===== config.mk =====
export PLATFORM = sky130hd
export DESIGN_NAME = cmplx_mult_seq
export DESIGN_NICKNAME = d
export VERILOG_FILES = /design/src/rtl/cmplx_mult_seq_pkg.sv /design/src/rtl/vedic_12x12.sv /design/src/rtl/cmplx_mult_seq.sv
export SDC_FILE = /design/constraint.sdc
export NUM_CORES = 1
export LEC_CHECK = 0
export ABC_AREA = 1
export CAP_MARGIN = 10
export CELL_PAD_IN_SITES_DETAIL_PLACEMENT = 0
export CELL_PAD_IN_SITES_GLOBAL_PLACEMENT = 1
export CORE_AREA = 4 4 202 204
export CTS_CLUSTER_SIZE = 10
export DETAILED_ROUTE_END_ITERATION = 10
export DIE_AREA = 0 0 206 208
export PLACE_DENSITY = 0.86
export SETUP_SLACK_MARGIN = 0.3
export SYNTH_ARGS = -nofsm -noshare
export SYNTH_HDL_FRONTEND = slang
export SYNTH_SLANG_ARGS = --single-unit

===== constraint.sdc =====
create_clock -name clk -period 7.8 [get_ports clk]
set_input_delay 1.56 -clock clk [delete_from_list [all_inputs] [get_ports clk]]
set_output_delay 1.56 -clock clk [all_outputs]
set_load 0.01 [all_outputs]

===== src/rtl/cmplx_mult_seq_pkg.sv =====
// Shared types, widths and helpers for the sequential complex multiplier.
package cmplx_mult_seq_pkg;

    localparam int XW = 12;
    localparam int PW = 24;
    localparam int AW = 26;

    localparam int SAT_MAX = 2047;
    localparam int SAT_MIN = -2048;
    localparam logic signed [AW-1:0] ACC_SAT_MAX = 26'sd2047;
    localparam logic signed [AW-1:0] ACC_SAT_MIN = -26'sd2048;

    typedef enum logic [1:0] {
        S_IDLE  = 2'd0,
        S_ISSUE = 2'd1,
        S_DRAIN = 2'd2,
        S_HOLD  = 2'd3
    } state_t;

    // Product issue order through the shared multiplier
    localparam int         N_PROD = 4;
    localparam logic [1:0] P_RR   = 2'd0;
    localparam logic [1:0] P_II   = 2'd1;
    localparam logic [1:0] P_RI   = 2'd2;
    localparam logic [1:0] P_IR   = 2'd3;

    typedef struct packed {
        logic                  clip;
        logic signed [XW-1:0]  val;
    } sat_t;

    // Unsigned magnitude; -2048 maps to 2048 (12'h800)
    function automatic logic [XW-1:0] mag(input logic signed [XW-1:0] v);
        logic [XW-1:0] u;
        u = v;
        return v[XW-1] ? (~u + 1'b1) : u;
    endfunction

    function automatic sat_t saturate(input logic signed [AW-1:0] v);
        sat_t s;
        s.clip = 1'b0;
        s.val  = v[XW-1:0];
        if (v > ACC_SAT_MAX) begin
            s.clip = 1'b1;
            s.val  = XW'(SAT_MAX);
        end else if (v < ACC_SAT_MIN) begin
            s.clip = 1'b1;
            s.val  = XW'(SAT_MIN);
        end
        return s;
    endfunction

endpackage


===== src/rtl/vedic_12x12.sv =====
// 12x12 unsigned multiplier built from four 6x6 partial products, registered over LAT stages.
module vedic_12x12
    import cmplx_mult_seq_pkg::*;
#(
    parameter int LAT = 2
) (
    input  logic          clk,
    input  logic [XW-1:0] a,
    input  logic [XW-1:0] b,
    output logic [PW-1:0] c
);

    logic [5:0]    al, ah, bl, bh;
    logic [11:0]   ll, lh, hl, hh;
    logic [12:0]   mid;
    logic [PW-1:0] prod;
    logic [PW-1:0] pipe_q [LAT];

    assign {ah, al} = a;
    assign {bh, bl} = b;
    assign ll   = al * bl;
    assign lh   = al * bh;
    assign hl   = ah * bl;
    assign hh   = ah * bh;
    assign mid  = 13'(lh) + 13'(hl);
    assign prod = {hh, ll} + {5'b0, mid, 6'b0};

    // Datapath only; validity is tracked by the caller's tag pipeline
    always_ff @(posedge clk) begin
        pipe_q[0] <= prod;
        for (int i = 1; i < LAT; i++) begin
            pipe_q[i] <= pipe_q[i-1];
        end
    end

    assign c = pipe_q[LAT-1];

endmodule


===== src/rtl/cmplx_mult_seq.sv =====
// Sequential complex multiply (sample x Q1.11 twiddle) through one shared 12x12 multiplier.
//   state   | meaning
//   S_IDLE  | ready for a new sample/twiddle pair
//   S_ISSUE | one magnitude product per cycle into the multiplier
//   S_DRAIN | waiting for the last product, then round/saturate
//   S_HOLD  | result presented until out_ready
module cmplx_mult_seq
    import cmplx_mult_seq_pkg::*;
#(
    parameter int MUL_LAT = 2,
    parameter int FRAC    = 11
) (
    input  logic                 clk,
    input  logic                 rst,
    input  logic                 in_valid,
    output logic                 in_ready,
    input  logic signed [XW-1:0] xr,
    input  logic signed [XW-1:0] xi,
    input  logic signed [XW-1:0] wr,
    input  logic signed [XW-1:0] wi,
    output logic                 out_valid,
    input  logic                 out_ready,
    output logic signed [XW-1:0] yr,
    output logic signed [XW-1:0] yi,
    output logic                 sat
);

    localparam int CW = $clog2(MUL_LAT + 5);
    localparam logic signed [AW-1:0] RND_HALF = AW'(2 ** (FRAC - 1));

    state_t               state_q, state_d;
    logic [CW-1:0]        cnt_q, cnt_d;
    logic [XW-1:0]        mxr_q, mxi_q, mwr_q, mwi_q;
    logic                 sxr_q, sxi_q, swr_q, swi_q;
    logic [2:0]           tag_q [MUL_LAT];
    logic signed [AW-1:0] acc_r_q, acc_i_q;
    logic signed [XW-1:0] yr_q, yi_q;
    logic                 sat_q;

    logic                 accept;
    logic [1:0]           issue_idx;
    logic [XW-1:0]        mul_a, mul_b;
    logic [PW-1:0]        mul_c;
    logic [2:0]           ret_tag;
    logic                 ret_sgn;
    logic [PW:0]          ret_mag;
    logic signed [PW:0]   prod_s;
    logic signed [AW-1:0] prod_ext;
    logic signed [AW-1:0] sum_r, sum_i, shr_r, shr_i;
    sat_t                 sr, si;
    logic                 finish;

    assign accept    = in_valid && (state_q == S_IDLE);
    assign issue_idx = 2'd3 - cnt_q[1:0];
    assign finish    = (state_q == S_DRAIN) && (cnt_q == '0);

    always_ff @(posedge clk or posedge rst) begin
        if (rst) begin
            state_q <= S_IDLE;
            cnt_q   <= '0;
        end else begin
            state_q <= state_d;
            cnt_q   <= cnt_d;
        end
    end

    always_comb begin
        state_d = state_q;
        cnt_d   = cnt_q;
        case (state_q)
            S_IDLE: begin
                if (accept) begin
                    state_d = S_ISSUE;
                    cnt_d   = CW'(N_PROD - 1);
                end
            end
            S_ISSUE: begin
                if (cnt_q == '0) begin
                    state_d = S_DRAIN;
                    cnt_d   = CW'(MUL_LAT + 1);
                end else begin
                    cnt_d = cnt_q - 1'b1;
                end
            end
            S_DRAIN: begin
                if (cnt_q == '0) state_d = S_HOLD;
                else             cnt_d   = cnt_q - 1'b1;
            end
            S_HOLD: begin
                if (out_ready) state_d = S_IDLE;
            end
            default: state_d = S_IDLE;
        endcase
    end

    always_ff @(posedge clk or posedge rst) begin
        if (rst) begin
            {mxr_q, mxi_q, mwr_q, mwi_q} <= '0;
            {sxr_q, sxi_q, swr_q, swi_q} <= '0;
        end else if (accept) begin
            mxr_q <= mag(xr);
            mxi_q <= mag(xi);
            mwr_q <= mag(wr);
            mwi_q <= mag(wi);
            {sxr_q, sxi_q, swr_q, swi_q} <= {xr[XW-1], xi[XW-1], wr[XW-1], wi[XW-1]};
        end
    end

    always_comb begin
        mul_a = mxr_q;
        mul_b = mwr_q;
        case (issue_idx)
            P_II:    begin mul_a = mxi_q; mul_b = mwi_q; end
            P_RI:    begin mul_a = mxr_q; mul_b = mwi_q; end
            P_IR:    begin mul_a = mxi_q; mul_b = mwr_q; end
            default: begin mul_a = mxr_q; mul_b = mwr_q; end
        endcase
    end

    vedic_12x12 #(.LAT(MUL_LAT)) u_mul (
        .a   (mul_a),
        .b   (mul_b),
        .clk (clk),
        .c   (mul_c)
    );

    // Tag = {valid, product index}; clearing it on reset discards in-flight products
    always_ff @(posedge clk or posedge rst) begin
        if (rst) begin
            for (int i = 0; i < MUL_LAT; i++) tag_q[i] <= '0;
        end else begin
            tag_q[0] <= {state_q == S_ISSUE, issue_idx};
            for (int i = 1; i < MUL_LAT; i++) tag_q[i] <= tag_q[i-1];
        end
    end

    assign ret_tag = tag_q[MUL_LAT-1];

    always_comb begin
        case (ret_tag[1:0])
            P_II:    ret_sgn = sxi_q ^ swi_q;
            P_RI:    ret_sgn = sxr_q ^ swi_q;
            P_IR:    ret_sgn = sxi_q ^ swr_q;
            default: ret_sgn = sxr_q ^ swr_q;
        endcase
    end

    assign ret_mag  = {1'b0, mul_c};
    assign prod_s   = ret_sgn ? -signed'(ret_mag) : signed'(ret_mag);
    assign prod_ext = {prod_s[PW], prod_s};

    always_ff @(posedge clk or posedge rst) begin
        if (rst) begin
            acc_r_q <= '0;
            acc_i_q <= '0;
        end else if (accept) begin
            acc_r_q <= '0;
            acc_i_q <= '0;
        end else if (ret_tag[2]) begin
            case (ret_tag[1:0])
                P_RR:    acc_r_q <= acc_r_q + prod_ext;
                P_II:    acc_r_q <= acc_r_q - prod_ext;
                default: acc_i_q <= acc_i_q + prod_ext;
            endcase
        end
    end

    assign sum_r = acc_r_q + RND_HALF;
    assign sum_i = acc_i_q + RND_HALF;
    assign shr_r = sum_r >>> FRAC;
    assign shr_i = sum_i >>> FRAC;
    assign sr    = saturate(shr_r);
    assign si    = saturate(shr_i);

    always_ff @(posedge clk or posedge rst) begin
        if (rst) begin
            yr_q  <= '0;
            yi_q  <= '0;
            sat_q <= 1'b0;
        end else if (finish) begin
            yr_q  <= sr.val;
            yi_q  <= si.val;
            sat_q <= sr.clip | si.clip;
        end
    end

    assign in_ready  = (state_q == S_IDLE);
    assign out_valid = (state_q == S_HOLD);
    assign yr        = yr_q;
    assign yi        = yi_q;
    assign sat       = sat_q;

endmodule


==> qor.yml, run 1 <==
status: "finished, final reports clean"
area_delta_synth_final_pct: 12.24
grt_max_degree: 89
met3_length_um: 1596
ys_types: 58
worstPathArrival_ns: 7.34
period_minus_slack_ns: 7.017
postSynthAreaPerCell_um2: 7.301
grt_pass1_vias: 15121
synth-seq-area-share: 0.2580
synth_nets: 2665
hpwl_um: 36380
startpoint: "cnt_q[0]"
clkSinkCount: 188
hold_viol: 0
ys_seq_elements: 188
synth_edf_count: 0
fill_cells: 3954
cts_buffer_depth: 2
maxCapViolCount: 0
drc: 0
synth_area_um2: 17300
grt_first_pass_wirelength_um: 74710
tightest_slew_ns: 1.053
cts_root_buf: "clkbuf_16"
grt_overflow: 0
gp_congestion: 0.9242
path_common_cell: "fa_1"
wl_per_cell_um: 15.04
slowest_delay_ns: 0.55
rows: 73
slew_viol_final: 0
fmax_mhz: 142.5
skew_ns: 0.01415
finalWirelength_um: 45110
required_ns: 8.13
slew_headroom: 0.2979
first_iter_violations: 751
netlist.area_leader.share: 0.2025
r2r-start: "cnt_q[0]"
insertion_delay_ns: 0.46
highest_layer: "met4"
synth_top_cell_by_area: "dfrtp_1"
initial_utilization: 0.4406
hold_class: "flip-flop to flip-flop"
cts_tree: "yes"
preCtsSetupSlack_ns: 0.2075
diodes: 0
crit_fanout: 10
slowest_stage: "fa_1"
crit_type: "flip-flop to flip-flop"
setup_viol: 0
end_kind: "flip-flop"
cp-start-kind: "flip-flop"
die-area_um2: 42850
cts.reportedPaths.clkPinSlew_ns: 0.08
grt_use_total: 0.2137
htreeDepth: 4
core_um2: 39280
ys_warn_count: 0
vias_per_cell: 5.027
drive_gt1_frac: 0.06629
vias: 15076
cts_buffers: 17
setup-tns-final_ns: 0
syn-instance-count: 2370
nets: 2756
wl_met2_um: 22760
antenna_found_initial: 0
fp.dieH_um: 208
synth_top_cells_by_area: "dfrtp_1 20%, nand2_1 12%, ha_1 11%, fa_1 9.9%, inv_1 8.3%"
ys.flop_type: "dfrtp_1"
fin_crit_sh: 0.8996
ios: 79
die_w_um: 206
ant_nets: 0
port_buffers: 78
fin_ws_ns: 0.7832
holdCritStartpoint: "u_mul.pipe_q[0][15]"
async_flop_share: 0.7447
m1WireLength_um: 19610
rsz0062_at_grt: "no"
drt_first_pass_iters: 5
## cell usage in the layout (no fill, tap or decap), drive strengths merged, types with 27 or more instances in the layout
master,n
a21oi,122
buf,31
clkdlybuf4s50,78
dfrtp,140
dfxtp,48
fa,86
ha,157
inv,401
nand2,569
nand3,101
nor2,238
nor3,30
o21ai,192
or2,27
xnor2,28
xor2,91
## flip-flops by register name, indices dropped and copies added (netlist names)
| signal | flops |
|---|---|
| mxr_q | 12 |
| acc_i_q | 26 |
| ret_tag | 3 |
| tag_q | 3 |
| mxi_q | 12 |
| acc_r_q | 26 |
| sat | 1 |
| sxr_q | 1 |
| yr | 12 |
| swr_q | 1 |
| mwi_q | 12 |
| u_mul.pipe_q | 48 |
| sxi_q | 1 |
| state_q | 2 |
| cnt_q | 3 |
| yi | 12 |
| mwr_q | 12 |
| swi_q | 1 |
## cell usage after synthesis, drive strengths merged (2+ instances only)
| cell | number |
|---|---|
| fa | 86 |
| a32o | 3 |
| dfrtp | 140 |
| o21ai | 192 |
| nor3b | 6 |
| buf | 11 |
| o21bai | 12 |
| nor4 | 7 |
| o22ai | 9 |
| a21oi | 122 |
| nand2 | 569 |
| o41ai | 2 |
| a2bb2oi | 2 |
| nand3 | 101 |
| o21a | 6 |
| nand4 | 16 |
| dfxtp | 48 |
| ha | 157 |
| nor2 | 238 |
| nand3b | 5 |
| o211ai | 4 |
| nor3 | 30 |
| a21boi | 8 |
| xnor2 | 28 |
| clkbuf | 26 |
| or2 | 27 |
| a31oi | 7 |
| clkinv | 5 |
| inv | 391 |
| o221ai | 2 |
| o31ai | 7 |
| xor2 | 91 |
| a21o | 6 |
## per-stage QoR
stage	util	cell area, um2	instances	hold WS [ns]
after global routing	0.4945	19420	2999	0.3284
after floorplan	-	17300	2370	0.3096
after detailed placement	0.4781	18780	2964	0.3121
final	0.4945	19420	2999	0.3125
after global placement	0.4781	18780	2964	0.3107
after CTS	0.4928	19350	2996	0.3146
## path summary, 6_finish.rpt
check / endpoint / slack [ns] / cells past startpoint
min reg2reg: u_mul.pipe_q[0][39] / 0.31 / 0
min in group asynchronous: cnt_q[2] / 1.54 / 2
max in group asynchronous: yr[9] / 4.81 / 3
max reg2reg: u_mul.pipe_q[0][23] / 0.78 / 30
max: u_mul.pipe_q[0][23] / 0.78 / 30
min: u_mul.pipe_q[0][39] / 0.31 / 0
## routing by layer
metal | global-route usage | vias to the layer above
met3 | 0.03226 | 77
li1 | - | 7736
met2 | 0.3848 | 282
met4 | 0.06150 | 0
met1 | 0.2635 | 6981
met5 | 0 | -
## repair_timing
action                                  in CTS  in global routing
cloned                                       0                  0
resized for setup                            3                 19
hold buffers                                 0                  0
endpoints found under the setup margin       4                  6
setup buffers                                0                  3
## worst max-delay path, delay by kind of cell, from the launching register on
kind / cells / cell delay [ns]
XOR/XNOR: 2 / 0.26
adder cells (fa/ha/maj): 8 / 3.58
flip-flops: 1 / 0.32
AND/OR/NAND/NOR: 8 / 1.03
AO/OA/AOI/OAI: 7 / 1.17
buffers and inverters: 5 / 0.53
## cells by family after synthesis
family,after synthesis,share of synthesized area
flip-flops,188,0.2580
AO/OA/AOI/OAI,387,0.1235
AND/OR/NAND/NOR,1000,0.2484
buffers and inverters,433,0.09646
XOR/XNOR,119,0.06067
adder cells (fa/ha/maj),243,0.2130
## final cells by class
class	instances	area [um2]	share of cell area
multi-input combinational	1749	11220	0.5779
sequential	188	4464	0.2299
timing repair buffer	109	1013	0.05218
tap	525	656.9	0.03382
clock inverter	11	90.09	0.004638
inverter	396	1491	0.07679
clock buffer	21	481.7	0.02480
Power of run 1 is not shown: default switching activity piles up to over one toggle a cycle in this logic, so the estimate is an artifact.
==> inputs of run 2 (changes only) <==
--- a/config.mk
+++ b/config.mk
@@ -5,15 +5,14 @@
 export SDC_FILE = /design/constraint.sdc
 export NUM_CORES = 1
 export LEC_CHECK = 0
-export ABC_AREA = 1
 export CAP_MARGIN = 10
 export CELL_PAD_IN_SITES_DETAIL_PLACEMENT = 0
 export CELL_PAD_IN_SITES_GLOBAL_PLACEMENT = 1
-export CORE_AREA = 4 4 202 204
+export CORE_AREA = 4 4 198 200
 export CTS_CLUSTER_SIZE = 10
 export DETAILED_ROUTE_END_ITERATION = 10
-export DIE_AREA = 0 0 206 208
-export PLACE_DENSITY = 0.86
+export DIE_AREA = 0 0 202 204
+export PLACE_DENSITY = 0.84
 export SETUP_SLACK_MARGIN = 0.3
 export SYNTH_ARGS = -nofsm -noshare
 export SYNTH_HDL_FRONTEND = slang
==> qor.yml, run 2 <==
status: "finished, final reports clean"
drc: 0  # unchanged
area_delta_synth_final_pct: 12.07
crit_type: "flip-flop to flip-flop"
final_cell_mix: "275 x nand2_1, 191 x inv_1, 173 x nor2_1"
grt_overflow: 0  # unchanged
cts_buffers: 17  # unchanged
multiInputGateArea_um2: 11300  # +0.71%
first_iter_violations: 597  # -21%
fp.dieH_um: 204  # -1.9%
synth_compound_area_frac: 0.1422  # +0.01874
rows: 71  # -2.7%
preCtsSetupSlack_ns: 0.4775  # +0.2700 ns
synth-simple-area-share: 0.1776  # -0.07077
worstPathArrival_ns: 7.52  # +0.18 ns
layout_commonest_cell: "nand2_1"
rsz0062_at_grt: "no"
ys_top_cells_by_count: "276 x nand2_1, 192 x inv_1, 174 x nor2_1"
finalWirelength_um: 42100  # -6.7%
crit_fanout: 20  # +10
nets: 2331  # -15%
diodes: 0  # unchanged
ys.flop_type: "dfrtp_1"
antenna_found_initial: 0  # unchanged
end_kind: "flip-flop"
final_core_util: 0.5003  # +0.005763
cp-start-kind: "flip-flop"
async_flop_share: 0.7447  # unchanged
fin_ws_ns: 0.6329  # -0.1503 ns
cts.reportedPaths.clkPinSlew_ns: 0.08  # about the same
initial_utilization: 0.4464  # +0.005836
seqCellArea_um2: 4464  # unchanged
slowest_delay_ns: 0.54  # about the same
grt_max_degree: 111  # +25%
skew_ns: 0.01687  # +0.002721 ns
core_um2: 37400  # -4.8%
regMostFlops: "u_mul.pipe_q"
slew_viol_final: 0  # unchanged
ys_warn_count: 0  # unchanged
clkSinkCount: 188  # unchanged
synth_fa_ha_area_frac: 0.2208  # +0.007758
die_w_um: 202  # -1.9%
drt_first_pass_iters: 5  # unchanged
muxShareOfSynthArea: 0.04152  # +0.04152
post_cts_buffers: 0  # unchanged
ant_nets: 0  # unchanged
syn-instance-count: 1978  # -17%
largest_register_ff_count: 48  # unchanged
vias_per_cell: 5.273  # +4.9%
gp_congestion: 0.9192  # -0.54%
synth_nets: 2273  # -15%
hpwl_um: 33370  # -8.3%
synth_area_um2: 16700  # -3.5%
grt_pass1_vias: 13596  # -10%
ys_seq_elements: 188  # unchanged
ys_types: 73  # +26%
cts_tree: "yes"
slew_headroom: 0.3057  # +0.007789
fill_cells: 3557  # -10%
postSynthAreaPerCell_um2: 8.441  # +16%
netlist.area_leader.share: 0.2098  # +0.007374
path_common_cell: "inv_1"
maxCapViolCount: 0  # unchanged
hold_viol: 0  # unchanged
cts_buffer_depth: 2  # unchanged
synth.most_common_cell: "nand2_1"
period_minus_slack_ns: 7.167  # +0.1503 ns
synth_top_family_by_area: "adder cells"
vias: 13498  # -10%
slowest_stage: "fa_1"
grt_first_pass_wirelength_um: 70130  # -6.1%
cts_root_buf: "clkbuf_16"
die-area_um2: 41210  # -3.8%
reg_top3: "u_mul.pipe_q x48, acc_i_q x26, acc_r_q x26"
synth_top_cell_by_area: "dfrtp_1"
fmax_mhz: 139.5  # -2.1%
synthXorXnorAreaFrac: 0.09233  # +0.03166
r2r_setup_slack_ns: 0.63  # -0.15 ns
fin_crit_sh: 0.9189  # +0.01927
tightest_slew_ns: 1.031  # -0.02257 ns
htreeDepth: 4  # unchanged
wl_per_cell_um: 16.45  # +9.3%
insertion_delay_ns: 0.45  # about the same
setup_viol: 0  # unchanged
port_buffers: 78  # unchanged
ios: 79  # unchanged
required_ns: 8.16  # +0.03 ns
synth_edf_count: 0  # unchanged
drive_gt1_frac: 0.05466  # -0.01163
setup-tns-final_ns: 0  # unchanged
grt_use_total: 0.2101  # -0.003577
synth-seq-area-share: 0.2674  # +0.009396
hold_class: "flip-flop to flip-flop"
synth_top_cells_by_area: "dfrtp_1 21%, ha_1 12%, fa_1 10%, nand2_1 6.2%, dfxtp_1 5.8%"
fin_hold_ws_ns: 0.3246  # +0.01209 ns
[run 2: cell count changes after synthesis, sizes merged, moves of 32 or more]
cell,previous run,this run
o21ai,192,136
nor2,238,175
or3,0,32
nand2,569,276
mux2,0,32
nand3,101,27
xnor2,28,88
inv,391,192
[run 2: final timing paths]
path | from | endpoint | cells after the start
worst max-delay path | cnt_q[0] | u_mul.pipe_q[0][23] | 31
worst max register to register | cnt_q[0] | u_mul.pipe_q[0][23] | 31
worst min register to register | u_mul.pipe_q[0][0] | u_mul.pipe_q[0][24] | 0
worst min-delay path | u_mul.pipe_q[0][0] | u_mul.pipe_q[0][24] | 0
max in group asynchronous | rst | mxi_q[10] | 3
min in group asynchronous | rst | yi[2] | 2
[run 2: area by class of cell]
cell class | instances | share of cell area
clock buffers | 18 | 0.02407
clock inverters | 14 | 0.008426
inverters | 192 | 0.03879
multi-input cells | 1535 | 0.6042
flip-flops and latches | 188 | 0.2386
well taps | 511 | 0.03417
repair buffers | 102 | 0.05176
[run 2: kinds of logic (layout without fill, tap and decap cells)]
family | Yosys count | count (layout)
compound gates | 396 | 396
xor+xnor | 176 | 176
fa+ha+maj | 243 | 243
buf+inv | 255 | 326
flops | 188 | 188
mux | 64 | 64
simple gates | 656 | 656
[run 2: repair_timing]
action / in CTS / in global routing
setup endpoints to repair: 0 / 5
hold buffers: 0 / 0
gates resized for setup: 0 / 10
[run 2: per-stage QoR]
stage	cells	instance area, um2
floorplan	1978	16700
global placement	2528	18060
detailed placement	2528	18060
CTS	2560	18670
global route	2560	18710
finish	2560	18710
[run 2: critical path: cells and delay by family (launching register included)]
family | cells | cell delay, ns
and+or+nand+nor | 7 | 1.10
AOI/OAI and AO/OA | 5 | 0.92
muxes | 1 | 0.23
adders and majority gates | 8 | 3.41
xor gates and xnor gates | 1 | 0.13
buffers and inverters | 9 | 0.91
DFF | 1 | 0.35
[run 2: metal layers]
layer | track usage | up-vias | share of wire
li1 | - | 6771 | -
met1 | 0.2526 | 6478 | 0.43
met2 | 0.3994 | 214 | 0.53
met3 | 0.02364 | 35 | 0.026
met4 | 0.05322 | 0 | 0.019
met5 | 0 | - | 0
Power of run 2 is left out for the same reason.
==> inputs of run 3 (changes only) <==
--- a/config.mk
+++ b/config.mk
@@ -13,6 +13,7 @@
 export DETAILED_ROUTE_END_ITERATION = 10
 export DIE_AREA = 0 0 202 204
 export PLACE_DENSITY = 0.84
+export RECOVER_POWER = 100
 export SETUP_SLACK_MARGIN = 0.3
 export SYNTH_ARGS = -nofsm -noshare
 export SYNTH_HDL_FRONTEND = slang
==> qor.yml, run 3 (synthesis gave the netlist of run 2 again) <==
grt_overflow: 0  # unchanged
cts_buffers: 17  # unchanged
clkSinkCount: 188  # unchanged
vias_per_cell: 5.288  # +0.28%
grt_use_total: 0.2101  # unchanged
postLayoutCellArea_um2: 18680  # -0.14%
initial_utilization: 0.4464  # unchanged
hold_class: "flip-flop to flip-flop"
slowest_stage: "mux2_1"
min_to: "u_mul.pipe_q[0][24]"
slew_viol_final: 305  # +305
die-area_um2: 41210  # unchanged
cts_root_buf: "clkbuf_16"
regMostFlops: "u_mul.pipe_q"
ios: 79  # unchanged
multiInputGateArea_um2: 11290  # -0.11%
core_um2: 37400  # unchanged
crit_fanout: 20  # unchanged
drt_first_pass_iters: 5  # unchanged
place_area_um2: 18060  # unchanged
slew_headroom: -1.116  # -1.422
diodes: 0  # unchanged
r2r-end: "u_mul.pipe_q[0][23]"
reg_top3: "u_mul.pipe_q x48, acc_i_q x26, acc_r_q x26"
gp_congestion: 0.9192  # unchanged
drive_gt1_frac: 0.05124  # -0.003416
fp.dieH_um: 204  # unchanged
htreeDepth: 4  # unchanged
largest_register_ff_count: 48  # unchanged
layout_commonest_cell: "nand2_1"
slowest_delay_ns: 0.58  # +0.04 ns
insertion_delay_ns: 0.45  # about the same
setup_viol: 0  # unchanged
die_w_um: 202  # unchanged
worstPathArrival_ns: 7.59  # +0.07 ns
hpwl_um: 33370  # unchanged
drc: 0  # unchanged
area_delta_synth_final_pct: 11.91
period_minus_slack_ns: 7.235  # +0.06781 ns
path_common_cell: "inv_1"
skew_ns: 0.01713  # +0.0002617 ns
cts.reportedPaths.clkPinSlew_ns: 0.09  # about the same
end_kind: "flip-flop"
finalWirelength_um: 42250  # +0.35%
hold_viol: 0  # unchanged
holdCritStartpoint: "u_mul.pipe_q[0][0]"
nets: 2331  # unchanged
rows: 71  # unchanged
setup-tns-final_ns: 0  # unchanged
maxCapViolCount: 4  # +4
holdPathStages: 0  # unchanged
cp-start-kind: "flip-flop"
fin_crit_sh: 0.9275  # +0.008694
grt_max_degree: 111  # unchanged
first_iter_violations: 577  # -3.4%
ant_nets: 0  # unchanged
wl_per_cell_um: 16.50  # +0.35%
required_ns: 8.16  # about the same
cts_buffer_depth: 2  # unchanged
violations: "capacitance limit, slew limit"
antenna_found_initial: 0  # unchanged
rsz0062_at_grt: "no"
seqCellArea_um2: 4464  # unchanged
final_cell_mix: "276 x nand2_1, 191 x inv_1, 175 x nor2_1"
reg2reg_depth: 29  # -6.5%
grt_first_pass_wirelength_um: 70130  # unchanged
crit_type: "flip-flop to flip-flop"
fill_cells: 3560  # +0.084%
grt_pass1_vias: 13596  # unchanged
cts_tree: "yes"
fmax_mhz: 138.2  # -0.94%
tightest_slew_ns: 3.167  # +2.136 ns
r2r-start: "cnt_q[0]"
vias: 13536  # +0.28%
port_buffers: 78  # unchanged
status: "finished, violations left"
r2r_setup_slack_ns: 0.57  # -0.07 ns
[run 3: changes by cell type in the layout (fill, tap and decap cells not counted), moves of 2 or more]
cell / previous run / this run
and2_0: 1 / 5
and2_1: 15 / 11
buf_4: 22 / 19
clkbuf_1: 0 / 2
clkdlybuf4s50_1: 78 / 49
dlygate4sd3_1: 0 / 29
nor2_1: 173 / 175
nor2_2: 2 / 0
[run 3: worst max path at each step]
stage              from             endpoint  slack [ns]  cells after the start
3_3_place_gp   cnt_q[0]  u_mul.pipe_q[0][23]        0.61                     30
4_1_cts        cnt_q[0]  u_mul.pipe_q[0][23]        0.46                     30
2_1_floorplan  cnt_q[0]  u_mul.pipe_q[0][23]        0.31                     32
5_1_grt        cnt_q[0]  u_mul.pipe_q[0][23]        0.19                     29
6_report       cnt_q[0]  u_mul.pipe_q[0][23]        0.57                     29
3_5_place_dp   cnt_q[0]  u_mul.pipe_q[0][23]        0.48                     30
[run 3: area by class of cell]
type | count | area share
tap | 511 | 0.03422
sequential | 188 | 0.2389
multi-input combinational | 1535 | 0.6044
clock buffer | 18 | 0.02411
timing repair buffer | 102 | 0.05130
inverter | 192 | 0.03864
clock inverter | 14 | 0.008438
[run 3: metrics by stage]
step / cells / setup slack [ns] / hold slack (ns) / utilization
after floorplan: 1978 / 0.3097 / 0.3096 / -
after global routing: 2560 / 0.1858 / 0.3390 / 0.4996
final: 2560 / 0.5651 / 0.3239 / 0.4996
after global placement: 2528 / 0.6144 / 0.3110 / 0.4830
after CTS: 2560 / 0.4567 / 0.3277 / 0.4993
after detailed placement: 2528 / 0.4775 / 0.3121 / 0.4830
[run 3: critical path: cells and delay by family, from the launching register on]
| kind | cells | cell delay, ns |
|---|---|---|
| mux | 1 | 0.58 |
| simple gates | 7 | 1.21 |
| flops | 1 | 0.35 |
| compound gates | 5 | 0.92 |
| buf+inv | 7 | 0.70 |
| xor+xnor | 1 | 0.13 |
| fa+ha+maj | 8 | 3.23 |
[run 3: timing repair]
item | 4_1_cts | 5_1_grt
hold buffers | 0 | 0
setup buffers | 0 | 0
gates resized for setup | 0 | 10
endpoints found under the setup margin | 0 | 5
[run 3: routing by layer]
metal	up-vias	wire (um)	GRT usage
met5	-	0	0
met4	0	811	0.05322
met3	37	1082	0.02364
met2	212	22340	0.3994
met1	6500	18020	0.2526
li1	6787	-	-
Power of run 3 is left out for the same reason.
